<file path="src/rtl/operand_fetch_seq_pkg.sv">
// Shared widths, FSM state encoding and the read-capture forwarding rule
// for the operand fetch sequencer.
package operand_fetch_seq_pkg;

  localparam int unsigned ADDR_W = 5;
  localparam int unsigned DATA_W = 32;

  typedef enum logic [1:0] {
    IDLE = 2'd0,
    RD1  = 2'd1,
    RD2  = 2'd2,
    RESP = 2'd3
  } state_t;

  // Register file returns stale data on a same-cycle write, so forward the
  // snooped write data; x0 always reads as zero.
  function automatic logic [DATA_W-1:0] fwd_read(
    input logic [ADDR_W-1:0] addr,
    input logic [DATA_W-1:0] rdata,
    input logic              wen,
    input logic [ADDR_W-1:0] waddr,
    input logic [DATA_W-1:0] wdata
  );
    logic [DATA_W-1:0] val;
    if (addr == {ADDR_W{1'b0}}) begin
      val = {DATA_W{1'b0}};
    end else if (wen && (waddr == addr)) begin
      val = wdata;
    end else begin
      val = rdata;
    end
    return val;
  endfunction

endpackage

</file>
<file path="src/rtl/operand_fetch_seq_if.sv">
// Request, register-file read, write-back snoop and response signals of the
// operand fetch sequencer; slave is the sequencer, master its environment.
interface operand_fetch_seq_if;
  import operand_fetch_seq_pkg::*;

  logic              req_val;
  logic              req_rdy;
  logic [ADDR_W-1:0] req_rs1;
  logic [ADDR_W-1:0] req_rs2;
  logic              req_two;
  logic [ADDR_W-1:0] rf_raddr;
  logic [DATA_W-1:0] rf_rdata;
  logic              wb_wen;
  logic [ADDR_W-1:0] wb_waddr;
  logic [DATA_W-1:0] wb_wdata;
  logic              resp_val;
  logic              resp_rdy;
  logic [DATA_W-1:0] resp_op1;
  logic [DATA_W-1:0] resp_op2;

  modport slave (
    input  req_val, req_rs1, req_rs2, req_two, rf_rdata,
    input  wb_wen, wb_waddr, wb_wdata, resp_rdy,
    output req_rdy, rf_raddr, resp_val, resp_op1, resp_op2
  );

  modport master (
    output req_val, req_rs1, req_rs2, req_two, rf_rdata,
    output wb_wen, wb_waddr, wb_wdata, resp_rdy,
    input  req_rdy, rf_raddr, resp_val, resp_op1, resp_op2
  );

endinterface

</file>
<file path="src/rtl/operand_fetch_seq.sv">
// Sequences one or two register-file reads per request, forwarding snooped
// write-back data, and holds the operands until the consumer takes them.
module operand_fetch_seq
  import operand_fetch_seq_pkg::*;
(
  input logic                 clk,
  input logic                 rst,
  operand_fetch_seq_if.slave  bus
);

  state_t            state_r, state_s;
  logic [ADDR_W-1:0] rs1_r, rs1_s, rs2_r, rs2_s, raddr_r, raddr_s;
  logic              two_r, two_s;
  logic [DATA_W-1:0] op1_r, op1_s, op2_r, op2_s;
  logic              rdy_r, val_r;
  logic              hit1_s, hit2_s;

  // Write-back hits against the latched sources while operands are held.
  always_comb begin
    hit1_s = bus.wb_wen && (bus.wb_waddr != {ADDR_W{1'b0}}) && (bus.wb_waddr == rs1_r);
    hit2_s = bus.wb_wen && two_r && (bus.wb_waddr != {ADDR_W{1'b0}}) && (bus.wb_waddr == rs2_r);
  end

  // Next-state, latched fields and operand capture.
  always_comb begin
    state_s = state_r;
    rs1_s   = rs1_r;
    rs2_s   = rs2_r;
    two_s   = two_r;
    op1_s   = op1_r;
    op2_s   = op2_r;
    case (state_r)
      IDLE: begin
        if (bus.req_val) begin
          state_s = RD1;
          rs1_s   = bus.req_rs1;
          rs2_s   = bus.req_rs2;
          two_s   = bus.req_two;
        end else begin
          state_s = IDLE;
        end
      end
      RD1: begin
        op1_s = fwd_read(rs1_r, bus.rf_rdata, bus.wb_wen, bus.wb_waddr, bus.wb_wdata);
        if (two_r) begin
          state_s = RD2;
        end else begin
          state_s = RESP;
          op2_s   = {DATA_W{1'b0}};
        end
      end
      RD2: begin
        op2_s   = fwd_read(rs2_r, bus.rf_rdata, bus.wb_wen, bus.wb_waddr, bus.wb_wdata);
        state_s = RESP;
      end
      RESP: begin
        if (hit1_s) begin
          op1_s = bus.wb_wdata;
        end else begin
          op1_s = op1_r;
        end
        if (hit2_s) begin
          op2_s = bus.wb_wdata;
        end else begin
          op2_s = op2_r;
        end
        if (bus.resp_rdy) begin
          state_s = IDLE;
        end else begin
          state_s = RESP;
        end
      end
      default: begin
        state_s = IDLE;
      end
    endcase
  end

  // Read address for the upcoming cycle, so rf_raddr comes straight from a flop.
  always_comb begin
    case (state_s)
      RD1:     raddr_s = rs1_s;
      RD2:     raddr_s = rs2_s;
      default: raddr_s = {ADDR_W{1'b0}};
    endcase
  end

  // State, latched request fields, operands and registered handshake outputs.
  always_ff @(posedge clk) begin
    if (rst) begin
      state_r <= IDLE;
      rs1_r   <= {ADDR_W{1'b0}};
      rs2_r   <= {ADDR_W{1'b0}};
      two_r   <= 1'b0;
      op1_r   <= {DATA_W{1'b0}};
      op2_r   <= {DATA_W{1'b0}};
      raddr_r <= {ADDR_W{1'b0}};
      rdy_r   <= 1'b1;
      val_r   <= 1'b0;
    end else begin
      state_r <= state_s;
      rs1_r   <= rs1_s;
      rs2_r   <= rs2_s;
      two_r   <= two_s;
      op1_r   <= op1_s;
      op2_r   <= op2_s;
      raddr_r <= raddr_s;
      rdy_r   <= (state_s == IDLE);
      val_r   <= (state_s == RESP);
    end
  end

  assign bus.req_rdy  = rdy_r;
  assign bus.resp_val = val_r;
  assign bus.rf_raddr = raddr_r;
  assign bus.resp_op1 = op1_r;
  assign bus.resp_op2 = op2_r;

endmodule

</file>
<file path="src/flat_wrapper.sv">
// flat-port wrapper written by rule: the top's interface ports become plain ports
module operand_fetch_seq_flat import operand_fetch_seq_pkg::*;
  (clk, rst, bus_req_val, bus_req_rs1, bus_req_rs2, bus_req_two, bus_rf_rdata, bus_wb_wen, bus_wb_waddr, bus_wb_wdata, bus_resp_rdy, bus_req_rdy, bus_rf_raddr, bus_resp_val, bus_resp_op1, bus_resp_op2);
  operand_fetch_seq_if bus_i ();
  input logic clk;
  input logic rst;
  input wire logic [$bits(bus_i.req_val)-1:0] bus_req_val;
  input wire logic [$bits(bus_i.req_rs1)-1:0] bus_req_rs1;
  input wire logic [$bits(bus_i.req_rs2)-1:0] bus_req_rs2;
  input wire logic [$bits(bus_i.req_two)-1:0] bus_req_two;
  input wire logic [$bits(bus_i.rf_rdata)-1:0] bus_rf_rdata;
  input wire logic [$bits(bus_i.wb_wen)-1:0] bus_wb_wen;
  input wire logic [$bits(bus_i.wb_waddr)-1:0] bus_wb_waddr;
  input wire logic [$bits(bus_i.wb_wdata)-1:0] bus_wb_wdata;
  input wire logic [$bits(bus_i.resp_rdy)-1:0] bus_resp_rdy;
  output wire logic [$bits(bus_i.req_rdy)-1:0] bus_req_rdy;
  output wire logic [$bits(bus_i.rf_raddr)-1:0] bus_rf_raddr;
  output wire logic [$bits(bus_i.resp_val)-1:0] bus_resp_val;
  output wire logic [$bits(bus_i.resp_op1)-1:0] bus_resp_op1;
  output wire logic [$bits(bus_i.resp_op2)-1:0] bus_resp_op2;
  assign bus_i.req_val = bus_req_val;
  assign bus_i.req_rs1 = bus_req_rs1;
  assign bus_i.req_rs2 = bus_req_rs2;
  assign bus_i.req_two = bus_req_two;
  assign bus_i.rf_rdata = bus_rf_rdata;
  assign bus_i.wb_wen = bus_wb_wen;
  assign bus_i.wb_waddr = bus_wb_waddr;
  assign bus_i.wb_wdata = bus_wb_wdata;
  assign bus_i.resp_rdy = bus_resp_rdy;
  assign bus_req_rdy = bus_i.req_rdy;
  assign bus_rf_raddr = bus_i.rf_raddr;
  assign bus_resp_val = bus_i.resp_val;
  assign bus_resp_op1 = bus_i.resp_op1;
  assign bus_resp_op2 = bus_i.resp_op2;
  operand_fetch_seq u_core (.clk(clk), .rst(rst), .bus(bus_i));
endmodule
</file>
<file path="config.mk">
export PLATFORM = sky130hd
export DESIGN_NAME = operand_fetch_seq_flat
export DESIGN_NICKNAME = d
export VERILOG_FILES = /design/src/rtl/operand_fetch_seq_pkg.sv /design/src/rtl/operand_fetch_seq_if.sv /design/src/rtl/operand_fetch_seq.sv /design/src/flat_wrapper.sv
export SDC_FILE = /design/constraint.sdc
export NUM_CORES = 1
export LEC_CHECK = 0
export CORE_ASPECT_RATIO = 0.5
export CORE_MARGIN = 2
export CORE_UTILIZATION = 44
export DETAILED_ROUTE_END_ITERATION = 7
export GPL_TIMING_DRIVEN = 0
export PLACE_DENSITY = 0.82
export SYNTH_ARGS = -nofsm -noshare
export SYNTH_HDL_FRONTEND = slang
export SYNTH_SLANG_ARGS = --single-unit
</file>
<file path="constraint.sdc">
create_clock -name clk -period 2.5 [get_ports clk]
set_input_delay 0.5 -clock clk [delete_from_list [all_inputs] [get_ports clk]]
set_output_delay 0.5 -clock clk [all_outputs]
set_load 0.005 [all_outputs]
</file>
==> results.sh, run 1 <==
export IMPL_outcome="completed"
export IMPL_yosys_area_share_simple_pct=6.30
export IMPL_num_antenna_cells=0
export IMPL_synthAdderAreaFrac_pct=1.26
export IMPL_cts_buffer_depth=2
export IMPL_grt_max_degree=15
export IMPL_fin_setup_tns_ns=0
export IMPL_ir_worst_vdd_mv=0.452
export IMPL_hold_violations=0
export IMPL_hold_class="reg2reg"
export IMPL_dieArea_sq_mm=0.00985
export IMPL_powerDensity_mw_per_mm2=667
export IMPL_yosys_top_cells_count="84 x dfxtp_1, 67 x a22oi_1, 61 x a21oi_1, 34 x clkbuf_1"
export IMPL_fin_crit_ns=2.39
export IMPL_core_sq_mm=0.00874
export IMPL_insertion_delay_ns=0.34
export IMPL_whs_ns=0.471
export IMPL_via_per_inst=5.64
export IMPL_r2r_cells=7
export IMPL_seq_area_frac_synth_pct=42.3
export IMPL_io_pins=156
export IMPL_port_buffers=154
export IMPL_die_w_um=138
export IMPL_crit_fanout=10
export IMPL_areaGrowthSynthToFinish_pct=51.1
export IMPL_netlist_area_sq_mm=0.00397
export IMPL_root_buffer="clkbuf_16"
export IMPL_nFillCells=693
export IMPL_drc=0
export IMPL_synth_top_area_share_pct=42.3
export IMPL_cp_required_ns=2.69
export IMPL_synthCells=410
export IMPL_cp_startpoint="bus_wb_waddr[0]"
export IMPL_worst_ep_arrival_time_ns=2.58
export IMPL_gp_congestion=0.849
export IMPL_r2r_start="u_core.state_r[0]"
export IMPL_synth_edff_count=0
export IMPL_yosys_warnings=0
export IMPL_nets=665
export IMPL_grt_pass1_vias=3850
export IMPL_setup_viol=0
export IMPL_ant_nets=0
export IMPL_yosys_area_top_type="dfxtp_1"
export IMPL_rows=24
export IMPL_grt_pass1_wl_um=19800
export IMPL_p_leak_nw=2.11
export IMPL_first_iter_violations=266
export IMPL_routed_wl_um=12700
export IMPL_fin_ws_ns=0.110
export IMPL_power_mw=4.00
export IMPL_drv_cap=0
export IMPL_hold_depth=1
export IMPL_first_pass_iters=5
export IMPL_cts_tree="yes"
export IMPL_hpwl_um=9370
export IMPL_maxSlewViolCount=0
export IMPL_start_util_pct=45.5
export IMPL_crit_path_start_kind="input pin"
export IMPL_critPathCaptureType="flip-flop"
export IMPL_synth_area_leaders="dfxtp_1 42%, a22oi_1 13%, a211oi_2 9.4%"
export IMPL_fmax_mhz=418
export IMPL_synthXorXnorAreaFrac_pct=2.20
export IMPL_r2r_end="u_core.bus.rf_raddr[1]"
export IMPL_async_flop_share_pct=0
export IMPL_rsz0062_at_grt="no"
export IMPL_grt_usage_pct=25.2
export IMPL_slew_headroom_pct=43.7
export IMPL_worstSetupEndpoint="u_core.bus.resp_op1[2]"
export IMPL_synth_ff_type="dfxtp_1"
export IMPL_cts_sinks=84
export IMPL_cts_buffers=9
export IMPL_synth_top_family_by_area="compound AO/OA/AOI/OAI gates"
export IMPL_synth_most_common_cell="dfxtp_1"
export IMPL_synth_compound_area_share_pct=39.2
export IMPL_synthMuxAreaShare_pct=3.02
export IMPL_synth_net_count=499
export IMPL_place_ws_ns=-0.520
export IMPL_finClkSkew_ns=0.00751
export IMPL_gr_total_overflow=0
export IMPL_die_y_um=71.2
export IMPL_htree_levels=3
export IMPL_antenna_found_initial=0
export IMPL_r2r_slack_ns=0.29
export IMPL_drt_wirelength_per_cell_um=18.2
export IMPL_worst_setup_hold_path_clk_slew_ns=0.06
export IMPL_worst_slew_pin_slew_ns=0.845
export IMPL_vias=3938
export IMPL_final_layout_size_suffix_gt1_share_pct=14.1
export IMPL_synth_avg_cell_area_sq_um=9.69
export IMPL_period_share_pct=95.6
export IMPL_holdBufCountCts=0
export IMPL_ys_types=42
export IMPL_ys_seq_elements=84
export IMPL_criticalPathCategory="in2reg"
[worst max-delay path, stage by stage]
cell and delay (ns):
clkdlybuf4s50_1 0.58, xnor2_1 0.16, nand4_1 0.24, o31ai_4 0.45, and2_1 0.18, buf_2 0.19
buf_6 0.19, a211oi_2 0.08
[per-layer routing]
layer / vias to the layer above / global-route usage, % / routed length [um]
met2: 142 / 41.4 / 5970
met1: 1859 / 33.4 / 5710
li1: 1919 / - / -
met5: - / 0 / 0
met3: 18 / 6.36 / 818
met4: 0 / 7.71 / 223
[repair_timing]
action                                  CTS  global route
endpoints found under the setup margin   60            62
buffers inserted                          0             1
hold endpoints to repair                  0             0
resized for setup                         4            22
pin swaps                                 0             1
[area by class of cell]
class | instances | area (sq um) | share of cell area, %
multi-input cells | 276 | 2100 | 34.9
flip-flops and latches | 84 | 1680 | 28.0
repair buffers | 155 | 1550 | 25.8
clock buffers | 11 | 253 | 4.21
plain buffers | 43 | 215 | 3.58
well taps | 117 | 146 | 2.44
clock inverters | 5 | 36.3 | 0.604
inverters | 7 | 26.3 | 0.438
[where the power goes]
group	switching, mW	total (mW)	leakage, nW	internal (mW)
clock	0.557	1.28	0.134	0.727
sequential	0.0882	1.58	0.691	1.49
combinational	0.547	1.14	1.28	0.596
total	1.19	4.00	2.11	2.81
[through the flow]
stage	instance area [sq um]	util (%)	std cells
5_1_grt	6000	68.7	698
2_1_floorplan	3970	-	410
4_1_cts	5970	68.3	697
3_5_place_dp	5660	64.8	681
3_3_place_gp	5660	64.8	681
6_report	6000	68.7	698
[worst min path at each step]
stage / endpoint / from / slack, ns
after floorplan: u_core.bus.resp_op2[1] / u_core.bus.resp_op2[1] / 0.46
after global placement: u_core.bus.resp_op2[9] / u_core.bus.resp_op2[9] / 0.45
after detailed placement: u_core.bus.resp_op2[5] / u_core.bus.resp_op2[5] / 0.45
after CTS: u_core.bus.resp_op2[1] / u_core.bus.resp_op2[1] / 0.47
after global routing: u_core.bus.resp_op2[1] / u_core.bus.resp_op2[1] / 0.48
final: u_core.bus.resp_op2[5] / u_core.bus.resp_op2[5] / 0.47
[flip-flops by register name (all words and copies together), names as in the netlist]
name / cells
u_core.rs2_r: 5
u_core.bus.resp_val: 1
u_core.bus.resp_op1: 32
u_core.state_r: 2
u_core.bus.rf_raddr: 5
u_core.two_r: 1
u_core.bus.resp_op2: 32
u_core.rs1_r: 5
u_core.bus.req_rdy: 1
[cell families after synthesis]
| group | Yosys count |
|---|---|
| AOI/OAI and AO/OA | 207 |
| buffers and inverters | 50 |
| adders and majority gates | 4 |
| DFF | 84 |
| xor gates and xnor gates | 10 |
| muxes | 11 |
| and+or+nand+nor | 44 |
[cell usage in the layout (no fill, tap or decap), types with 2 or more instances in the layout]
cell type	synthesis	routed
nor3_1	3	3
inv_1	7	7
o31ai_1	30	29
and2_1	9	9
clkbuf_1	34	22
clkbuf_2	0	12
dfxtp_1	84	84
o31ai_4	0	2
o21a_1	3	3
nor2b_1	2	2
nor2_1	11	11
o21ai_1	2	2
buf_2	4	4
clkinvlp_4	0	3
a21oi_1	61	61
xnor2_1	10	10
a211oi_2	30	30
buf_6	4	4
ha_1	4	4
nand4_1	2	2
clkdlybuf4s50_1	0	154
o2bb2ai_1	3	3
o21ai_0	3	3
nand2_1	4	4
buf_4	1	2
a211oi_1	2	2
mux2i_1	3	3
or4_1	2	2
a22oi_1	67	67
mux2_1	4	4
clkbuf_16	0	9
mux2_2	4	4
nand3_1	3	3
clkbuf_8	0	2
(Power assumes the default switching activity.)
==> run 2, diff against run 1 <==
--- a/config.mk
+++ b/config.mk
@@ -5,8 +5,7 @@
 export SDC_FILE = /design/constraint.sdc
 export NUM_CORES = 1
 export LEC_CHECK = 0
-export CORE_ASPECT_RATIO = 0.5
-export CORE_MARGIN = 2
+export CORE_MARGIN = 3
 export CORE_UTILIZATION = 44
 export DETAILED_ROUTE_END_ITERATION = 7
 export GPL_TIMING_DRIVEN = 0
==> run 2 against run 1 <==
Worst hold slack worse by 0.00058 ns. Critical path type unchanged. Final cell count down 1.4%. Routed wire length is 2.2% higher. First-iteration DRC count shrank 0.38%. Sequential share of layout area is 0.44 points higher. Sequential power hardly changed.
==> results.sh, run 2 (same netlist as run 1, synthesis figures left out) <==
export IMPL_outcome="completed"
export IMPL_ir_worst_vdd_mv=0.476
export IMPL_vias=4055
export IMPL_die_y_um=101
export IMPL_critPathCaptureType="flip-flop"
export IMPL_final_layout_size_suffix_gt1_share_pct=13.8
export IMPL_seq_area_sq_mm=0.00168
export IMPL_place_inst=672
export IMPL_ant_nets=0
export IMPL_power_switching_mw=1.14
export IMPL_worst_setup_hold_path_clk_slew_ns=0.08
export IMPL_first_iter_violations=265
export IMPL_rsz0062_at_grt="yes"
export IMPL_r2r_slack_ns=0.28
export IMPL_cp_required_ns=2.78
export IMPL_via_per_inst=5.89
export IMPL_gp_congestion=0.836
export IMPL_holdBufCountCts=0
export IMPL_setup_viol=0
export IMPL_p_comb_share_pct=30.1
export IMPL_cts_sinks=84
export IMPL_hold_class="reg2reg"
export IMPL_root_buffer="clkbuf_8"
export IMPL_drc=0
export IMPL_min_from="u_core.bus.resp_op2[5]"
export IMPL_crit_path_start_kind="input pin"
export IMPL_criticalPathCategory="in2reg"
export IMPL_hold_violations=0
export IMPL_port_buffers=154
export IMPL_die_w_um=101
export IMPL_cp_num_cells=7
export IMPL_post_cts_buffers=0
export IMPL_fmax_mhz=408
export IMPL_critical_path_max_stage_delay_ns=0.61
export IMPL_r2r_end="u_core.bus.rf_raddr[4]"
export IMPL_whs_ns=0.470
export IMPL_crit_buf_inv=2
export IMPL_grt_usage_pct=25.5
export IMPL_core_sq_mm=0.00876
export IMPL_nFillCells=737
export IMPL_drt_wirelength_per_cell_um=18.9
export IMPL_dieArea_sq_mm=0.0102
export IMPL_power_mw=3.79
export IMPL_crit_family="buffers and inverters"
export IMPL_hpwl_um=9820
export IMPL_htree_levels=3
export IMPL_finClkSkew_ns=0.0135
export IMPL_gr_total_overflow=0
export IMPL_antenna_found_initial=0
export IMPL_path_cells="clkdlybuf4s50_1 -> xnor2_1 -> nand4_1 -> o31ai_2 -> clkbuf_2 -> a22oi_1 -> a21oi_1"
export IMPL_grt_pass1_vias=4065
export IMPL_drv_cap=0
export IMPL_place_ws_ns=-0.485
export IMPL_worst_slew_pin_slew_ns=0.791
export IMPL_rows=34
export IMPL_insertion_delay_ns=0.35
export IMPL_hold_depth=1
export IMPL_switching_share_pct=30.2
export IMPL_cp_startpoint="bus_wb_waddr[4]"
export IMPL_p_int_mw=2.64
export IMPL_seqPwrFrac_pct=41.6
export IMPL_worstHoldEndpoint="u_core.bus.resp_op2[5]"
export IMPL_clkPwrFrac_pct=28.3
export IMPL_grt_max_degree=15
export IMPL_p_leak_nw=2.07
export IMPL_cts_buffer_depth=2
export IMPL_r2r_cells=8
export IMPL_worst_ep_arrival_time_ns=2.73
export IMPL_slew_headroom_pct=47.3
export IMPL_powerDensity_mw_per_mm2=641
export IMPL_cp_slowest_cell="clkdlybuf4s50_1"
export IMPL_first_pass_iters=7
export IMPL_areaGrowthSynthToFinish_pct=48.7
export IMPL_fin_ws_ns=0.0504
export IMPL_grt_pass1_wl_um=20600
export IMPL_cts_buffers=9
export IMPL_nets=664
export IMPL_maxSlewViolCount=0
export IMPL_period_share_pct=98.0
export IMPL_num_antenna_cells=0
export IMPL_routed_wl_um=13000
export IMPL_crit_fanout=10
export IMPL_start_util_pct=45.3
export IMPL_io_pins=156
export IMPL_r2r_start="u_core.state_r[0]"
export IMPL_fin_cells=688
export IMPL_fin_crit_ns=2.45
export IMPL_layout_common_cells="154 x clkdlybuf4s50_1, 84 x dfxtp_1, 67 x a22oi_1"
export IMPL_cts_tree="yes"
export IMPL_final_common_cell="clkdlybuf4s50_1"
export IMPL_multiInputGateArea_sq_mm=0.00209
## run 2: cell count changes in the layout (fill, tap and decap cells not counted), sizes merged
cell | before | now
buf | 10 | 9
bufinv | 0 | 2
clkinvlp | 3 | 2
clkbuf | 45 | 44
## run 2: worst max-delay path by stage
stage,endpoint,slack [ns]
after global placement,u_core.bus.resp_op2[22],-0.43
after detailed placement,u_core.bus.resp_op2[21],-0.49
after CTS,u_core.bus.resp_op1[20],0.0001
after floorplan,u_core.bus.resp_op2[24],0.53
after global routing,u_core.bus.resp_op2[21],-0.05
final,u_core.bus.resp_op2[22],0.05
## run 2: final cells by class
type	instances	area share, %
plain buffers	43	3.64
repair buffers	154	26.1
clock buffers	10	2.16
clock inverters	6	1.50
inverters	7	0.445
well taps	108	2.29
multi-input cells	276	35.4
flip-flops and latches	84	28.5
## run 2: power by group through the flow
stage,sequential (mW),clock (mW),combinational [mW]
after floorplan,1.60,0,0.555
after global placement,1.60,0,1.10
after detailed placement,1.60,0,1.12
after CTS,1.58,1.08,1.13
after global routing,1.59,1.14,1.24
final,1.58,1.07,1.14
## run 2: what timing repair did
item | in CTS | in global routing
setup endpoints to repair | 60 | 61
resized for setup | 2 | 26
pin swaps | 0 | 1
## run 2: worst register-to-register path, cell delays in order, from the launching register on
cell and delay, ns:
dfxtp_1 0.43, clkbuf_1 0.45, a21oi_1 0.14, o21ai_0 0.38
inv_1 0.15, ha_1 0.31, inv_1 0.08, o22ai_1 0.06
nor2b_1 0.13
## run 2: per-layer routing
metal	GRT usage [%]	vias up	wire length (um)
met3	6.16	24	1070
met5	0	-	0
li1	-	1905	-
met2	41.7	195	6240
met4	8.49	0	279
met1	32.9	1931	5410
## run 2: through the flow
step	instance area [sq um]	TNS, ns	util, %
after CTS	5880	0	67.1
after floorplan	3970	0	-
after global routing	5910	-0.0709	67.4
after detailed placement	5650	-25.21	64.5
final	5910	0	67.4
after global placement	5650	-19.64	64.5
==> run 3, diff against run 2 <==
--- a/config.mk
+++ b/config.mk
@@ -7,6 +7,7 @@
 export LEC_CHECK = 0
 export CORE_MARGIN = 3
 export CORE_UTILIZATION = 44
+export CTS_CLUSTER_SIZE = 30
 export DETAILED_ROUTE_END_ITERATION = 7
 export GPL_TIMING_DRIVEN = 0
 export PLACE_DENSITY = 0.82
==> results of run 3 <==
No change in the layout: final DEF, timing and power equal those of run 2.
